File: src/rtl/epp_pkg.sv
// Shared types and constants for the EPP host-port front-end.
package epp_pkg;

    // Which phase of an EPP cycle the slave is in.
    typedef enum logic [2:0] {
        StIdle,
        StAwr,
        StArd,
        StDwr,
        StDrd,
        StAck
    } epp_state_e;

    // Register addresses of the NAND flash sequencer.
    localparam logic [7:0] ADDR_ADDR = 8'h41;
    localparam logic [7:0] ADDR_BUSY = 8'h42;
    localparam logic [7:0] ADDR_CMD  = 8'h43;
    localparam logic [7:0] ADDR_DATA = 8'h44;
    localparam logic [7:0] ADDR_CE   = 8'h45;

    // Byte the host reads back when a data read times out.
    localparam logic [7:0] TIMEOUT_RD_VAL = 8'hFF;

endpackage

File: src/rtl/epp_sync.sv
// N-stage flip-flop synchroniser for an asynchronous bus, with a selectable reset value.
module epp_sync #(
    parameter int unsigned        Width    = 1,
    parameter int unsigned        Stages   = 2,
    parameter logic [Width-1:0]   ResetVal = '0
) (
    input  logic             clk_i,
    input  logic             rst_i,
    input  logic [Width-1:0] d_i,
    output logic [Width-1:0] q_o
);

    logic [Width-1:0] sync_q [Stages];

    // Shift the asynchronous input through the synchroniser chain.
    always_ff @(posedge clk_i or posedge rst_i) begin
        if (rst_i) begin
            for (int i = 0; i < Stages; i++) begin
                sync_q[i] <= ResetVal;
            end
        end else begin
            sync_q[0] <= d_i;
            for (int i = 1; i < Stages; i++) begin
                sync_q[i] <= sync_q[i-1];
            end
        end
    end

    assign q_o = sync_q[Stages-1];

endmodule

File: src/rtl/epp_slave.sv
// EPP host-port slave: turns each EPP address/data cycle into a clean backend transaction
// and completes the host wait handshake only once the backend has taken or supplied the byte.
module epp_slave
    import epp_pkg::*;
#(
    parameter int unsigned SYNC_STAGES = 2,
    parameter int unsigned TIMEOUT     = 1023
) (
    input  logic       clk_ndf,
    input  logic       rst,
    input  logic       epp_astb_n,
    input  logic       epp_dstb_n,
    input  logic       epp_wr_n,
    input  logic [7:0] epp_d_i,
    output logic [7:0] epp_q_o,
    output logic       epp_oe,
    output logic       epp_wait_n,
    output logic [7:0] reg_addr,
    output logic       wr_valid,
    output logic [7:0] wr_data,
    input  logic       wr_ready,
    output logic       rd_req,
    input  logic       rd_valid,
    input  logic [7:0] rd_data,
    output logic       timeout_err
);

    localparam int unsigned     CntW       = $clog2(TIMEOUT + 1);
    localparam logic [CntW-1:0] TimeoutVal = CntW'(TIMEOUT);

    logic       astb_s, dstb_s, wr_s;
    logic [7:0] d_s;

    // Strobes idle high, so their synchronisers reset to 1.
    epp_sync #(
        .Width    (3),
        .Stages   (SYNC_STAGES),
        .ResetVal (3'b111)
    ) u_sync_strb (
        .clk_i (clk_ndf),
        .rst_i (rst),
        .d_i   ({epp_astb_n, epp_dstb_n, epp_wr_n}),
        .q_o   ({astb_s, dstb_s, wr_s})
    );

    epp_sync #(
        .Width    (8),
        .Stages   (SYNC_STAGES),
        .ResetVal (8'h00)
    ) u_sync_data (
        .clk_i (clk_ndf),
        .rst_i (rst),
        .d_i   (epp_d_i),
        .q_o   (d_s)
    );

    epp_state_e      state_q, state_d;
    logic [CntW-1:0] cnt_q, cnt_d;
    logic            addr_cyc_q, addr_cyc_d;
    logic [7:0]      reg_addr_q, reg_addr_d;
    logic [7:0]      wr_data_q, wr_data_d;
    logic            wr_valid_q, wr_valid_d;
    logic            rd_req_q, rd_req_d;
    logic [7:0]      epp_q_q, epp_q_d;
    logic            oe_q, oe_d;
    logic            wait_n_q, wait_n_d;
    logic            terr_q, terr_d;
    logic [CntW-1:0] cnt_inc;

    // Saturating increment; the FSM leaves DWR/DRD before it could ever wrap.
    assign cnt_inc = (cnt_q == TimeoutVal) ? cnt_q : cnt_q + 1'b1;

    // State and output registers.
    always_ff @(posedge clk_ndf or posedge rst) begin
        if (rst) begin
            state_q    <= StIdle;
            cnt_q      <= '0;
            addr_cyc_q <= 1'b0;
            reg_addr_q <= 8'h00;
            wr_data_q  <= 8'h00;
            wr_valid_q <= 1'b0;
            rd_req_q   <= 1'b0;
            epp_q_q    <= 8'h00;
            oe_q       <= 1'b0;
            wait_n_q   <= 1'b0;
            terr_q     <= 1'b0;
        end else begin
            state_q    <= state_d;
            cnt_q      <= cnt_d;
            addr_cyc_q <= addr_cyc_d;
            reg_addr_q <= reg_addr_d;
            wr_data_q  <= wr_data_d;
            wr_valid_q <= wr_valid_d;
            rd_req_q   <= rd_req_d;
            epp_q_q    <= epp_q_d;
            oe_q       <= oe_d;
            wait_n_q   <= wait_n_d;
            terr_q     <= terr_d;
        end
    end

    // Next-state and next-output logic for the EPP cycle sequencer.
    always_comb begin
        state_d    = state_q;
        cnt_d      = cnt_q;
        addr_cyc_d = addr_cyc_q;
        reg_addr_d = reg_addr_q;
        wr_data_d  = wr_data_q;
        wr_valid_d = wr_valid_q;
        rd_req_d   = rd_req_q;
        epp_q_d    = epp_q_q;
        oe_d       = oe_q;
        wait_n_d   = wait_n_q;
        terr_d     = terr_q;

        unique case (state_q)
            StIdle: begin
                // Both strobes low at once is a protocol error and is ignored.
                if (!astb_s && dstb_s) begin
                    addr_cyc_d = 1'b1;
                    state_d    = wr_s ? StArd : StAwr;
                end else if (!dstb_s && astb_s) begin
                    addr_cyc_d = 1'b0;
                    cnt_d      = '0;
                    if (!wr_s) begin
                        state_d    = StDwr;
                        wr_data_d  = d_s;
                        wr_valid_d = 1'b1;
                    end else begin
                        state_d  = StDrd;
                        rd_req_d = 1'b1;
                    end
                end
            end
            StAwr: begin
                reg_addr_d = d_s;
                terr_d     = 1'b0;
                wait_n_d   = 1'b1;
                state_d    = StAck;
            end
            StArd: begin
                epp_q_d  = reg_addr_q;
                oe_d     = 1'b1;
                wait_n_d = 1'b1;
                state_d  = StAck;
            end
            StDwr: begin
                // Acceptance wins over a timeout landing on the same cycle.
                if (wr_ready) begin
                    wr_valid_d = 1'b0;
                    wait_n_d   = 1'b1;
                    state_d    = StAck;
                end else begin
                    cnt_d = cnt_inc;
                    if (cnt_inc == TimeoutVal) begin
                        wr_valid_d = 1'b0;
                        terr_d     = 1'b1;
                        wait_n_d   = 1'b1;
                        state_d    = StAck;
                    end
                end
            end
            StDrd: begin
                if (rd_valid) begin
                    epp_q_d  = rd_data;
                    oe_d     = 1'b1;
                    rd_req_d = 1'b0;
                    wait_n_d = 1'b1;
                    state_d  = StAck;
                end else begin
                    cnt_d = cnt_inc;
                    if (cnt_inc == TimeoutVal) begin
                        epp_q_d  = TIMEOUT_RD_VAL;
                        oe_d     = 1'b1;
                        rd_req_d = 1'b0;
                        terr_d   = 1'b1;
                        wait_n_d = 1'b1;
                        state_d  = StAck;
                    end
                end
            end
            StAck: begin
                // Hold the acknowledge until the strobe that opened this cycle is released.
                if (addr_cyc_q ? astb_s : dstb_s) begin
                    wait_n_d = 1'b0;
                    oe_d     = 1'b0;
                    state_d  = StIdle;
                end
            end
            default: begin
                state_d = StIdle;
            end
        endcase
    end

    assign epp_q_o     = epp_q_q;
    assign epp_oe      = oe_q;
    assign epp_wait_n  = wait_n_q;
    assign reg_addr    = reg_addr_q;
    assign wr_valid    = wr_valid_q;
    assign wr_data     = wr_data_q;
    assign rd_req      = rd_req_q;
    assign timeout_err = terr_q;

endmodule

File: config.mk
export PLATFORM = sky130hd
export DESIGN_NAME = epp_slave
export DESIGN_NICKNAME = d
export VERILOG_FILES = /design/src/rtl/epp_pkg.sv /design/src/rtl/epp_sync.sv /design/src/rtl/epp_slave.sv
export SDC_FILE = /design/constraint.sdc
export NUM_CORES = 1
export LEC_CHECK = 0
export CAP_MARGIN = 25
export CORE_MARGIN = 1.5
export CORE_UTILIZATION = 55
export DETAILED_ROUTE_END_ITERATION = 8
export HOLD_SLACK_MARGIN = 0.12
export PLACE_DENSITY_LB_ADDON = 0.3
export SLEW_MARGIN = 20
export SYNTH_ARGS = -nofsm -noshare
export SYNTH_HDL_FRONTEND = slang
export SYNTH_SLANG_ARGS = --single-unit
File: constraint.sdc
create_clock -name clk_ndf -period 6.58 [get_ports clk_ndf]
set_input_delay 1.316 -clock clk_ndf [delete_from_list [all_inputs] [get_ports clk_ndf]]
set_output_delay 1.316 -clock clk_ndf [all_outputs]
set_load 0.03 [all_outputs]
* After elaboration in Yosys (flattened, before gate mapping)
Index checks and enable logic that the tools add are counted.
Word-level totals: register bits 65, output and inout bits 29, logic and storage cells 103
Operators by class: $add $sub $neg 1, equality and inequality tests 17, muxes and demuxes 44, bitwise logic cells 2, reductions and logical operators 24
Operators with widths (number):
- 2-to-1 mux 10 bit | 5
- case mux 10 bit (3 select lines) | 1
- 2-to-1 mux 1 bit | 21
- 2-to-1 mux 3 bit | 7
- equality test 10 bit (second input constant) | 2
- 2-to-1 mux 8 bit | 2
- case mux 8 bit (2 select lines) | 1
- case mux 3 bit (5 select lines) | 1
- AND reduction 5 bit | 3
- != test 2 bit (second input constant) | 6
- adder 10 x 1 -> 10 bit (second input constant) | 1
- != test 3 bit (second input constant) | 3
- nonzero test 3 bit | 3
- AND reduction 2 bit | 4
- nonzero test 2 bit | 4
- equality test 3 x 2 -> 1 bit (second input constant) | 2
- equality test 3 bit (second input constant) | 2
- case mux 1 bit (3 select lines) | 2
- AND reduction 3 bit | 2
- case mux 1 bit (2 select lines) | 2
- case mux 1 bit (4 select lines) | 1
- AND reduction 4 bit | 1
- nonzero test 4 bit | 1
- equality test 3 x 1 -> 1 bit (second input constant) | 1
- other kinds (7) | 10

* Longest topological paths before layout
depth after elaboration 6, depth in mapped cells 7

* By module
A second synthesis with hierarchy kept.
Unflattened totals: cell total of the unflattened synthesis 272, area, all modules 3037.9 um^2
By module, submodules not included:
- epp_slave | times used 1, cells an instance 237, area each 2389.8 um^2, seq. area each 1076.0 um^2
- epp_sync at u_sync_data | times used 1, cells an instance 25, area each 464.2 um^2, seq. area each 400.4 um^2
- epp_sync at u_sync_strb | times used 1, cells an instance 10, area each 183.9 um^2, seq. area each 157.7 um^2

* Worst setup path before layout
OpenSTA, ideal clock, no wires.
path type input port to flip-flop, start point in rd_valid, end point reg cnt_q[3], setup time 96 ps, data arrival time 2372 ps, slack 4112 ps, stages on the path 4, cells stage by stage nand2b_1 > o31ai_2 > o21ai_0 > o31ai_1
Between the ends: cells in the longest elaborated chain, start to end 2
Ends and longest elaborated chain:
- start, declared | RTL line epp_slave.sv:23 | input logic rd_valid,
- != test 2 bit (no source line)
- AND reduction 5 bit (no source line)
- end signal, assigned | RTL line epp_slave.sv:89 | cnt_q <= cnt_d;
- end, declared | RTL line epp_slave.sv:58 | logic [CntW-1:0] cnt_q, cnt_d;
Every way passes these cells. A chain may end at the register's enable or synchronous reset.

* Worst setup path after layout
Same ends and word-level chain as after synthesis.

==> impl_summary.txt <==
----------------------------------------------------
[Run status]
  Status ... complete, no violations

[Timing]
  RSZ-0062 raised after global routing ... false
  Final setup skew ... 6.77 ps
  Total negative slack for setup checks ... 0 ps
  Shortest period the worst path allows ... 2850 ps
  Final Max Tran Viols ... 0
  Post-route fraction of the period consumed by the critical path ... 43.4%
  Final setup violation count ... 0
  Worst slew pin tran ... 784 ps
  Final count of hold timing violations ... 0
  Slew headroom ... 47.7%
  Highest attainable clock frequency ... 0.350 GHz

[Detailed routing]
  Number of remaining DRC errors ... 0
  DRT iter0 DRCs ... 146
  Routed length per instance ... 15.9 um
  Length of the first detailed-routing pass in iterations ... 4
  Vias per cell ... 5.74
  Count of vias placed by the detailed router ... 2192
  Antenna viol nets, final ... 0
  Detailed-route wire length ... 6.06 mm

[Final layout]
  Leading cell types in the layout, fill and taps excluded ... sky130_fd_sc_hd__dfrtp_1, sky130_fd_sc_hd__clkdlybuf4s50_1, sky130_fd_sc_hd__nand2_1
  Number of fill cells ... 368
  Layout cells sized above 1 ... 18.6%
  Most common cell after layout, fill and taps aside ... sky130_fd_sc_hd__dfrtp_1
  Final net count ... 335
  Layout overhead on the synthesized area ... 26.1%
  Final instance area ... 3670 um2
  Multi-input combinational cell area ... 1180 um2
  Number of antenna diodes ... 0
  Register area ... 1630 um2
  Post-Layout Cell Count ... 382

[CTS]
  Root buffer cell ... sky130_fd_sc_hd__clkbuf_8
  Depth of the CTS H-tree ... 3
  Total setup buffers inserted after CTS ... 0
  Number of gates resized after CTS ... 0
  # hold bufs at CTS ... 0
  Worst-Skew Late Latency ... 330 ps
  Worst-path clk slew ... 70 ps
  TritonCTS clock tree ... built
  Clock sink count ... 65
  Maximum buffer depth of the clock tree ... 2
  Inserted Clock Buffers ... 9

[Global route]
  GRT Total Usage ... 23.5%
  Via count of the first global-routing pass ... 2107
  Overflow after GRT ... 0
  Pin count of the biggest net entering global routing ... 66
  Wire length of the first global-routing pass ... 9.90 mm
  Antenna violations before repair ... 0

[Synth]
  Post-synthesis async set-or-reset flop share ... 100%
  Register area share after synthesis ... 56.1%
  Number of different library cells in the post-synthesis netlist ... 54
  Primary flip-flop cell chosen by synthesis mapping ... sky130_fd_sc_hd__dfrtp_1
  Post-synthesis sequential element count ... 65
  Post-synthesis net count ... 280
  Synthesized cell area ... 2910 um2
  Synthesized area per cell ... 11.6 um2
  Gate count after technology mapping ... 252
  EDFF count, synth ... 0
  Synthesis warning total ... 0

[Place]
  Buffers added on ports ... 51
  Placed cell area ... 3480 um2
  Post-detail-place hpwl ... 4.34 mm
  Routability congestion estimate ... 0.908
  Placed insts ... 366

[Flow run]
  Max-Cap Viols ... 0

[Die]
  Die area ... 5740 um2
  Die height ... 75.8 um
  Core ar. ... 5110 um2
  Number of placement rows ... 26
  Floorplan die width ... 75.8 um
  Initial Utilization ... 57.0%
  Number of top-level design ports ... 52

[Pwr]
  Power density over the cells ... 422 nW/um2
  Switching Power ... 0.584 mW
  Power share of the combinational group ... 39.1%
  LEAKAGE ... 1.58 nW
  Internal portion of total power ... 0.967 mW
  Clock Power Share ... 21.3%
  Part of the power in registers ... 39.6%
  Switching power as a share of total power ... 37.6%
  VDD IR-drop max ... 0.281 mV

[Setup path]
  Req. time, crit path ... 6820 ps
  Element type at the critical path end ... flop
  CP max FO ... 10
  Endpoint arrival time on the critical path ... 3100 ps
  Type of element launching the critical path ... input pin
  Critical path class ... in -> reg

[Worst hold path]
  Path class of the lowest-slack min-delay path ... reg -> reg

----------------------------------------------------
## state kept, by name (all words and copies together), names as in the netlist
| signal | count |
|---|---|
| addr_cyc_q | 1 |
| cnt_q | 10 |
| epp_oe | 1 |
| epp_q_o | 8 |
| epp_wait_n | 1 |
| rd_req | 1 |
| reg_addr | 8 |
| state_q | 3 |
| timeout_err | 1 |
| u_sync_data.q_o | 8 |
| u_sync_data.sync_q | 8 |
| u_sync_strb.q_o | 3 |
| u_sync_strb.sync_q | 3 |
| wr_data | 8 |
| wr_valid | 1 |
## power by group through the flow
stage	logic (mW)	clock network [mW]	registers, mW
after floorplan	0.251	0	0.730
after global placement	0.597	0	0.616
after detailed placement	0.606	0	0.620
after CTS	0.609	0.336	0.614
after global routing	0.647	0.356	0.629
final	0.606	0.330	0.614
## per-layer routing
metal | vias to the layer above | wire length, um | share of wire, % | global-route usage, %
li1 | 1038 | - | - | -
met1 | 1084 | 2680 | 44 | 31.6
met2 | 55 | 3010 | 50 | 36.4
met3 | 15 | 263 | 4.3 | 4.89
met4 | 0 | 108 | 1.8 | 11.3
met5 | - | 0 | 0 | 0
## area by class of cell
| cell class | instances | area share, % |
|---|---|---|
| Timing Repair Buffer | 53 | 14.3 |
| Multi-Input combinational cell | 165 | 32.1 |
| Clock buffer | 11 | 3.85 |
| Sequential cell | 65 | 44.5 |
| Inverter | 13 | 1.33 |
| Clock inverter | 5 | 1.53 |
| Tap cell | 70 | 2.38 |
## cells by family after synthesis
group | count (synthesis) | share of synthesized area, %
fa+ha+maj | 5 | 2.15
compound gates | 64 | 15.5
mux | 21 | 7.99
buf+inv | 22 | 3.39
flops | 65 | 56.1
simple gates | 75 | 14.9
## critical path, stage by stage
cell	delay [ps]
sky130_fd_sc_hd__clkdlybuf4s50_1	420
sky130_fd_sc_hd__nand2b_1	210
sky130_fd_sc_hd__o31ai_2	590
sky130_fd_sc_hd__o21ai_0	300
sky130_fd_sc_hd__o31ai_1	260
## synthesized netlist by cell type, types with 2 or more instances
library cell,number,area [um2]
sky130_fd_sc_hd__nand2b_1,5,31.3
sky130_fd_sc_hd__o311a_1,2,20.0
sky130_fd_sc_hd__ha_1,5,62.6
sky130_fd_sc_hd__nor3_2,2,20.0
sky130_fd_sc_hd__a22oi_1,8,60.1
sky130_fd_sc_hd__or4_1,2,15.0
sky130_fd_sc_hd__nand2_1,19,71.3
sky130_fd_sc_hd__a21oi_1,12,60.1
sky130_fd_sc_hd__inv_1,13,48.8
sky130_fd_sc_hd__buf_4,2,15.0
sky130_fd_sc_hd__nor2b_1,2,12.5
sky130_fd_sc_hd__o22ai_1,2,12.5
sky130_fd_sc_hd__dfrtp_1,59,1480
sky130_fd_sc_hd__o21a_1,4,30.0
sky130_fd_sc_hd__mux2i_1,3,30.0
sky130_fd_sc_hd__and3_1,2,12.5
sky130_fd_sc_hd__o21ai_0,12,60.1
sky130_fd_sc_hd__a31oi_1,4,25.0
sky130_fd_sc_hd__a21boi_0,2,15.0
sky130_fd_sc_hd__nor2_1,11,41.3
sky130_fd_sc_hd__or3_1,2,12.5
sky130_fd_sc_hd__nand3_2,9,90.1
sky130_fd_sc_hd__nor3_1,9,45.0
sky130_fd_sc_hd__dfstp_2,6,158
sky130_fd_sc_hd__nand3_1,5,25.0
sky130_fd_sc_hd__clkbuf_1,5,18.8
sky130_fd_sc_hd__mux2_2,18,203
## path summary, 6_finish.rpt
kind,start,endpoint,slack [ps],depth (start not counted)
worst max-delay path,rd_valid,cnt_q[3]$_DFFE_PP0P_,3730,5
min in group asynchronous,rst,state_q[2]$_DFFE_PP0P_,1530,3
worst min register to register,u_sync_data.sync_q[14]$_DFF_PP0_,u_sync_data.q_o[6]$_DFF_PP0_,350,0
worst max register to register,cnt_q[0]$_DFFE_PP0P_,epp_q_o[0]$_DFFE_PP0P_,3860,6
worst min-delay path,u_sync_data.sync_q[14]$_DFF_PP0_,u_sync_data.q_o[6]$_DFF_PP0_,350,0
max in group asynchronous,rst,cnt_q[7]$_DFFE_PP0P_,4550,3
## stage by stage
stage,worst slack [ps],power [mW],hold WS (ps),util (%)
3_5_place_dp,3400,1.23,335,68.1
5_1_grt,3550,1.63,357,71.9
2_1_floorplan,3650,0.982,331,-
4_1_cts,3760,1.56,351,71.9
6_report,3730,1.55,350,71.9
3_3_place_gp,3530,1.21,332,68.1
No activity file was read; power rests on OpenSTA's default activity.
